--- config.mk ---
export PLATFORM = sky130hd
export DESIGN_NAME = pipeline_hazard_ctrl
export DESIGN_NICKNAME = d
export VERILOG_FILES = /design/src/rtl/pipeline_hazard_ctrl_pkg.sv /design/src/rtl/pipeline_hazard_ctrl_load_use_detect.sv /design/src/rtl/pipeline_hazard_ctrl.sv
export SDC_FILE = /design/constraint.sdc
export NUM_CORES = 1
export LEC_CHECK = 0
export CORE_ASPECT_RATIO = 1.4
export CORE_MARGIN = 5
export CORE_UTILIZATION = 44
export DETAILED_ROUTE_END_ITERATION = 7
export PLACE_DENSITY = 0.76
export SLEW_MARGIN = 20
export SYNTH_ARGS = -nofsm -noshare
export SYNTH_HDL_FRONTEND = slang
export SYNTH_SLANG_ARGS = --single-unit
--- constraint.sdc ---
create_clock -name clk -period 2.2 [get_ports clk]
set_input_delay 0.55 -clock clk [delete_from_list [all_inputs] [get_ports clk]]
set_output_delay 0.55 -clock clk [all_outputs]
set_load 0.01 [all_outputs]
--- src/rtl/pipeline_hazard_ctrl_pkg.sv ---
// Shared definitions for the ID-stage hazard controller: FSM state encoding and register-index constants.
package pipeline_hazard_ctrl_pkg;

   localparam int REG_W = 5;
   localparam logic [REG_W-1:0] REG_X0 = '0;

   typedef enum logic [1:0] {
      RUN      = 2'd0,
      FLUSH    = 2'd1,
      MEM_WAIT = 2'd2,
      ERROR    = 2'd3
   } state_e;

endpackage

--- src/rtl/pipeline_hazard_ctrl_load_use_detect.sv ---
// Combinational load-use comparator: flags an ID instruction reading the register an EX-stage load writes.
module load_use_detect
   import pipeline_hazard_ctrl_pkg::*;
(
   input  logic [REG_W-1:0] rs1,
   input  logic [REG_W-1:0] rs2,
   input  logic             use_rs1,
   input  logic             use_rs2,
   input  logic [REG_W-1:0] rd,
   input  logic             is_load,
   input  logic             we_reg,
   output logic             hazard
);

   logic rs1_hit;
   logic rs2_hit;

   assign rs1_hit = use_rs1 && (rs1 == rd);
   assign rs2_hit = use_rs2 && (rs2 == rd);
   // x0 is hard-wired to zero, so a load targeting it can never feed a consumer.
   assign hazard  = is_load && we_reg && (rd != REG_X0) && (rs1_hit || rs2_hit);

endmodule

--- src/rtl/pipeline_hazard_ctrl.sv ---
// Pipeline sequencer: load-use stalls, redirect flushes, data-memory wait holds and timeout fault.
module pipeline_hazard_ctrl
   import pipeline_hazard_ctrl_pkg::*;
#(
   parameter int FLUSH_CYCLES = 2,
   parameter int MEM_TIMEOUT  = 255,
   parameter int CNT_W        = 32
) (
   input  logic             clk,
   input  logic             rst,
   input  logic [REG_W-1:0] id_rs1,
   input  logic [REG_W-1:0] id_rs2,
   input  logic             id_use_rs1,
   input  logic             id_use_rs2,
   input  logic [REG_W-1:0] ex_rd,
   input  logic             ex_is_load,
   input  logic             ex_we_reg,
   input  logic             ex_redirect,
   input  logic             mem_req,
   input  logic             mem_ready,
   output logic             pc_stall,
   output logic             ifid_stall,
   output logic             ifid_flush,
   output logic             idex_nop,
   output logic             exmem_hold,
   output logic [1:0]       state_o,
   output logic             timeout_err,
   output logic [CNT_W-1:0] bubble_cnt
);

   localparam int FW = $clog2(FLUSH_CYCLES + 1);
   localparam int WW = $clog2(MEM_TIMEOUT + 1);
   localparam logic [FW-1:0] FLUSH_RELOAD = FW'(FLUSH_CYCLES - 1);
   localparam logic [WW-1:0] WAIT_LIMIT   = WW'(MEM_TIMEOUT);

   state_e        state, state_next;
   logic [FW-1:0] flush_cnt, flush_next;
   logic [WW-1:0] wait_cnt, wait_next;
   logic          luh;
   logic          mstall;
   logic          any_bubble;

   load_use_detect u_luh (
      .rs1     (id_rs1),
      .rs2     (id_rs2),
      .use_rs1 (id_use_rs1),
      .use_rs2 (id_use_rs2),
      .rd      (ex_rd),
      .is_load (ex_is_load),
      .we_reg  (ex_we_reg),
      .hazard  (luh)
   );

   assign mstall     = mem_req && !mem_ready;
   assign any_bubble = pc_stall || ifid_flush || idex_nop || exmem_hold;
   assign state_o    = state;

   always_comb begin
      state_next = state;
      flush_next = flush_cnt;
      wait_next  = wait_cnt;
      pc_stall   = 1'b0;
      ifid_stall = 1'b0;
      ifid_flush = 1'b0;
      idex_nop   = 1'b0;
      exmem_hold = 1'b0;
      if (!rst) begin
         idex_nop = 1'b1;
      end else begin
         unique case (state)
            RUN: begin
               if (mstall) begin
                  // EX is frozen, so a coincident redirect is re-presented after the wait.
                  pc_stall   = 1'b1;
                  ifid_stall = 1'b1;
                  exmem_hold = 1'b1;
                  state_next = MEM_WAIT;
                  wait_next  = WW'(1);
               end else if (ex_redirect) begin
                  ifid_flush = 1'b1;
                  idex_nop   = 1'b1;
                  if (FLUSH_CYCLES > 1) begin
                     state_next = FLUSH;
                     flush_next = FLUSH_RELOAD;
                  end
               end else if (luh) begin
                  pc_stall   = 1'b1;
                  ifid_stall = 1'b1;
                  idex_nop   = 1'b1;
               end
            end
            FLUSH: begin
               if (mstall) begin
                  pc_stall   = 1'b1;
                  ifid_stall = 1'b1;
                  exmem_hold = 1'b1;
                  state_next = MEM_WAIT;
                  wait_next  = WW'(1);
               end else begin
                  ifid_flush = 1'b1;
                  idex_nop   = 1'b1;
                  if (ex_redirect && (FLUSH_CYCLES > 1)) begin
                     flush_next = FLUSH_RELOAD;
                  end else if (flush_cnt <= FW'(1)) begin
                     flush_next = '0;
                     state_next = RUN;
                  end else begin
                     flush_next = flush_cnt - FW'(1);
                  end
               end
            end
            MEM_WAIT: begin
               if (mem_ready) begin
                  wait_next  = '0;
                  state_next = (flush_cnt != '0) ? FLUSH : RUN;
               end else begin
                  pc_stall   = 1'b1;
                  ifid_stall = 1'b1;
                  exmem_hold = 1'b1;
                  if (wait_cnt == WAIT_LIMIT) begin
                     state_next = ERROR;
                  end else begin
                     wait_next = wait_cnt + WW'(1);
                  end
               end
            end
            ERROR: begin
               pc_stall   = 1'b1;
               ifid_stall = 1'b1;
               exmem_hold = 1'b1;
               idex_nop   = 1'b1;
            end
            default: state_next = RUN;
         endcase
      end
   end

   always_ff @(posedge clk) begin
      if (!rst) begin
         state       <= RUN;
         flush_cnt   <= '0;
         wait_cnt    <= '0;
         timeout_err <= 1'b0;
         bubble_cnt  <= '0;
      end else begin
         state       <= state_next;
         flush_cnt   <= flush_next;
         wait_cnt    <= wait_next;
         timeout_err <= timeout_err || (state_next == ERROR);
         if (any_bubble && !(&bubble_cnt)) begin
            bubble_cnt <= bubble_cnt + CNT_W'(1);
         end
      end
   end

endmodule
After elaboration in Yosys (flattened, before gate mapping):

Index checks and enable logic that the tools add are counted.

* bits in registers: 45
* input bits: 24
* output and inout port bits: 40
* word-level logic and storage cells: 82

* $add $sub $neg: 3
* $lt $le $gt $ge: 1
* eq/ne operators: 12
* mux-type cells: 38
* reduce and logical (&&, ||, !) cells: 23

Operator list (number)
* 32-bit by 1-bit adder with 32-bit output (second input constant): 1
* 32-bit AND reduction: 1
* 2-bit 2-to-1 mux: 13
* 8-bit 2-to-1 mux: 3
* 8-bit case mux with 2 select lines: 1
* 1-bit 2-to-1 mux: 15
* 5-bit == test: 2
* 8-bit by 1-bit adder with 8-bit output (second input constant): 1
* 8-bit == test (second input constant): 1
* 1-bit logical AND: 7
* 2-bit == test (second input constant): 3
* 2-bit != test (second input constant): 3
* 1-bit case mux with 3 select lines: 2
* 2-bit case mux with 3 select lines: 1
* 2-bit nonzero test: 3
* 1-bit logical OR: 5
* 5-bit nonzero test: 1
* 1-bit case mux with 4 select lines: 1
* 2-bit case mux with 2 select lines: 1
* 4-bit AND reduction: 1
* 3-bit != test (second input constant): 1
* 3-bit AND reduction: 1
* 2-bit by 1-bit == test with 1-bit output (second input constant): 1
* 2-bit by 1-bit less-or-equal comparator with 1-bit output (second input constant): 1
* 6 further kinds: 7

Longest topological paths before layout:

* depth after elaboration: 13
* gate-level depth with buffers: 9
* gate-level depth less buffers: 8

Modules after synthesis:

Synthesis repeated with hierarchy kept, for this count alone.

* cell total of the unflattened synthesis: 301
* area, all modules: 2516.2 µm²

Modules (own cells, without submodules)
* pipeline_hazard_ctrl: instances 1, cells each 284, area an instance 2381.0 µm², seq. area each 900.9 µm²
* load_use_detect: instances 1, cells each 17, area an instance 135.1 µm², seq. area each 0.0 µm²

Least setup slack after synthesis:

Ideal clock, no wire load.

* path type: input port to output port
* from: in ex_rd[1]
* to: out pc_stall
* data arrival time: 1.688 ns
* data required time: 1.650 ns
* slack: -0.038 ns
* stages on the path: 7
* buffers on the path: 1
* cell sequence: xnor2_1 > nand4_1 > o22ai_1 > nor2b_1 > nand2_1 > a21oi_1 > buf_4

* cells in the longest elaborated chain, start to end: 9
* elaborated cells between the ends (all ways): 13
* classes of those cells: 2 x eq/ne; 5 x mux; 6 x reduce/logical

Ends and longest elaborated chain
* start, declared: line pipeline_hazard_ctrl.sv:15 `input logic [REG_W-1:0] ex_rd,`
* 5-bit == test (on tied branches): line pipeline_hazard_ctrl_load_use_detect.sv:18, pipeline_hazard_ctrl_load_use_detect.sv:19
* 1-bit logical AND (on tied branches): line pipeline_hazard_ctrl_load_use_detect.sv:18, pipeline_hazard_ctrl_load_use_detect.sv:19
* 1-bit logical OR: line pipeline_hazard_ctrl_load_use_detect.sv:21 `assign hazard = is_load && we_reg && (rd != REG_X0) && (rs1_hit || rs2_hit);`
* 1-bit logical AND (*): line pipeline_hazard_ctrl_load_use_detect.sv:21
* 1-bit 2-to-1 mux (*) (3 in series)
* 1-bit case mux with 4 select lines (*)
* 1-bit 2-to-1 mux (*)
* end, declared: line pipeline_hazard_ctrl.sv:21 `output logic pc_stall,`

Every way passes the cells marked *; elsewhere a longest branch is shown, timed or not.

Worst setup path in the final report:

* from: in ex_rd[3]
* to: out idex_nop

* cells in the longest elaborated chain, start to end: 9
* elaborated cells between the ends (all ways): 13
* classes of those cells: 2 x eq/ne; 5 x mux; 6 x reduce/logical

Ends and longest elaborated chain
* 5-bit == test (on tied branches): line pipeline_hazard_ctrl_load_use_detect.sv:18, pipeline_hazard_ctrl_load_use_detect.sv:19
* 1-bit logical AND (on tied branches): line pipeline_hazard_ctrl_load_use_detect.sv:18, pipeline_hazard_ctrl_load_use_detect.sv:19
* 1-bit logical OR: line pipeline_hazard_ctrl_load_use_detect.sv:21
* 1-bit logical AND (*): line pipeline_hazard_ctrl_load_use_detect.sv:21
* 1-bit 2-to-1 mux (*): line pipeline_hazard_ctrl.sv:86 `end else if (luh) begin`
* 1-bit 2-to-1 mux (*): line pipeline_hazard_ctrl.sv:79 `end else if (ex_redirect) begin`
* 1-bit 2-to-1 mux (*): line pipeline_hazard_ctrl.sv:72 `if (mstall) begin`
* 1-bit case mux with 3 select lines (*): line pipeline_hazard_ctrl.sv:70 `unique case (state)`
* 1-bit 2-to-1 mux (*): line pipeline_hazard_ctrl.sv:67 `if (!rst) begin`
* end, declared: line pipeline_hazard_ctrl.sv:24 `output logic idex_nop,`

Marks and branches as above.

==> impl_metrics.ini <==
[outcome]
status = finished, violations left
violations = negative setup slack

[setup_path]
r2r_start = bubble_cnt[4]$_SDFFE_PN0P_
path_cells = buf_8, or4_4, o211ai_4, nor2b_4, nor3_2, o21ai_1, buf_2
crit_slowest_cell = or4_4
critical_path_required_ns = 1.65
path_delay_family = simple AND/OR/NAND/NOR gates
critPathMaxFanout = 3
r2r_slack_ns = 0.13
reg2reg_depth = 7
crit_arrival_ns = 1.82
path_buf_inv = 2
start_kind = primary input
crit_type = primary input to output pin
r2r_end = bubble_cnt[25]$_SDFFE_PN0P_
cp-end-kind = output pin
slowest_delay_ns = 0.54

[floorplan]
die_height_um = 98.34
coreArea_um2 = 5485
row_count = 32
die_w_um = 73.10
dieArea_um2 = 7188
num_io_pins = 64
start_util = 0.4471

[finish]
layout.nets = 429
synthToLayoutAreaGrowth_pct = 49.39
drive_above_1_share = 0.2574
antenna_cells = 0
final_util = 0.6679
fin_cells = 472

[timing]
finalHoldViolCount = 0
fmax_ghz = 0.4212
finClkSkew_ns = 0.01006
worst_slack_ns = -0.1743
worst_pin_slew_ns = 0.4730
period_share = 1.079
relSlewSlack = 0.6802
setup_viol = 3
slew_violations = 0
rsz0062_at_grt = yes
tns_ns = -0.3732
timing.final.crit_period_ns = 2.374

[drt]
vias = 2531
met3_length_um = 267
drtIter0Drc = 136
firstDrtPassIters = 4
final_antenna_net_count = 0
dr.max_layer_used = met4
drc = 0
m1WireLength_um = 2687
wl_um = 6916
wl_met2_um = 3769
post_drt_wl_per_cell_um = 14.65
detail_route.vias_per_cell = 5.362

[global_routing]
grt_pass1_wl_um = 11050
grt.total_usage = 0.1925
grt_pass1_vias = 2400
grt_antenna_before_repair = 0
grt_max_degree = 26
overflow = 0

[placement]
placedCellCount = 457
dp_hpwl_um = 5153
gp_congestion = 0.7992
io_buffers = 63

[pwr]
power_leakage_nw = 1.426
pwr-share-clk = 0.355
power_frac_seq = 0.462
swShare = 0.2501
switchingPower_mw = 0.4615
p_int_mw = 1.383
power_density_nw_per_um2 = 503.6
power_frac_comb = 0.183
vdd_ir_drop_max_v = 0.0003627

[clock_network]
clock_path_buffers = 2
clk_pin_slew_ns = 0.08
insertion_delay_ns = 0.30
cts.sinks = 45
cts_made_buffers = 5
cts_tree = done
h-tree-depth = 2
cts_root_buffer = clkbuf_8

[synth]
yosys-top-cells-area = dfxtp_1, xnor2_1, nor2_1
synth_enable_flop_cells = 0
synth_cell_type_count = 55
syn-num-nets = 318
yosys.area.top_type = dfxtp_1
ys.flop_type = dfxtp_1
yosys_warnings = 0
synth-async-reset-ratio = 0
ys_ff_latch = 45
avgSynthCellArea_um2 = 8.398
synth_top_area_frac = 0.3673
synthTopCellsByCount = dfxtp_1, nor2_1, nand2_1
syn_area_um2 = 2452
synth_seq_area_share = 0.3673
synth_most_common_cell = dfxtp_1
synthCells = 292

[hold_path]
min_from = flush_cnt[1]$_SDFFE_PN0P_
min_path_type = register to register
whs_endpoint = flush_cnt[1]$_SDFFE_PN0P_
whs_path_depth = 1

[flow_run]
max-cap-violations = 0
## cell usage in the layout (no fill, tap or decap), drive strengths merged, types with 2 or more instances in the layout
cell type	count
nand2	29
o211ai	3
xnor2	27
and4	2
xor2	4
dlymetal6s2s	4
or4	2
nand3	11
o31ai	4
nor3b	3
o31a	2
nor4	9
or3	4
clkdlybuf4s50	35
clkdlybuf4s15	4
clkbuf	12
o21a	3
nor3	12
dfxtp	45
inv	7
nor2	36
buf	62
dlygate4sd2	4
nand2b	9
nor4b	3
ha	2
a31o	2
mux2i	5
o21ai	7
a21oi	15
nor2b	4
and3	12
nand4	8
## stage by stage
| stage | instance area (um2) | setup WS, ns | hold slack (ns) | total power, mW |
|---|---|---|---|---|
| global route | 3664 | -0.2094 | 0.5018 | 1.926 |
| detailed placement | 3445 | -0.9494 | 0.4682 | 1.182 |
| floorplan | 2456 | 0.02573 | 0.4511 | 1.010 |
| CTS | 3618 | -0.1521 | 0.4804 | 1.840 |
| global placement | 3445 | -0.8852 | 0.4540 | 1.174 |
| finish | 3664 | -0.1743 | 0.4760 | 1.845 |
## layout make-up
cell class	count	area [um2]
inverter	7	26.28
tap	68	85.08
sequential	45	902.1
multi-input combinational	230	1563
clock inverter	1	30.03
fill	457	1822
timing repair buffer	114	970.9
clock buffer	7	86.33
## timing repair
item,in CTS,in global routing
gates resized for setup,91,19
gates cloned,0,1
setup endpoints to repair,37,19
setup buffers,4,2
pin swaps,22,7
hold buffers,0,0
## layer usage
| layer | vias up | global-route usage |
|---|---|---|
| met4 | 0 | 0.08381 |
| met2 | 72 | 0.3446 |
| met3 | 17 | 0.03296 |
| met1 | 1184 | 0.2157 |
| li1 | 1258 | - |
| met5 | - | 0 |
## registers in the layout, indices dropped and copies added (netlist names)
| signal | flops |
|---|---|
| bubble_cnt | 32 |
| flush_cnt | 2 |
| state_o | 2 |
| timeout_err | 1 |
| wait_cnt | 8 |
## power by group through the flow
stage | Clock, mW | Combinational, mW | Sequential, mW
3_5_place_dp | 0 | 0.312 | 0.870
6_report | 0.654 | 0.338 | 0.852
3_3_place_gp | 0 | 0.305 | 0.868
4_1_cts | 0.666 | 0.322 | 0.851
2_1_floorplan | 0 | 0.137 | 0.873
5_1_grt | 0.705 | 0.366 | 0.855
## logic make-up after synthesis
kind of cell | share of synthesized area
xor+xnor | 0.1107
simple gates | 0.3327
buf+inv | 0.03418
fa+ha+maj | 0.01020
flops | 0.3673
mux | 0.02041
compound gates | 0.1245
## how the worst max path moves through the flow
stage,startpoint,endpoint,slack [ns],cells after the start
floorplan,ex_rd[1],pc_stall,0.03,6
global placement,ex_rd[1],idex_nop,-0.89,7
detailed placement,ex_rd[4],ifid_stall,-0.95,8
CTS,ex_rd[3],idex_nop,-0.15,7
global route,ex_rd[3],idex_nop,-0.21,7
finish,ex_rd[3],idex_nop,-0.17,7
No activity file was read; power rests on OpenSTA's default activity.
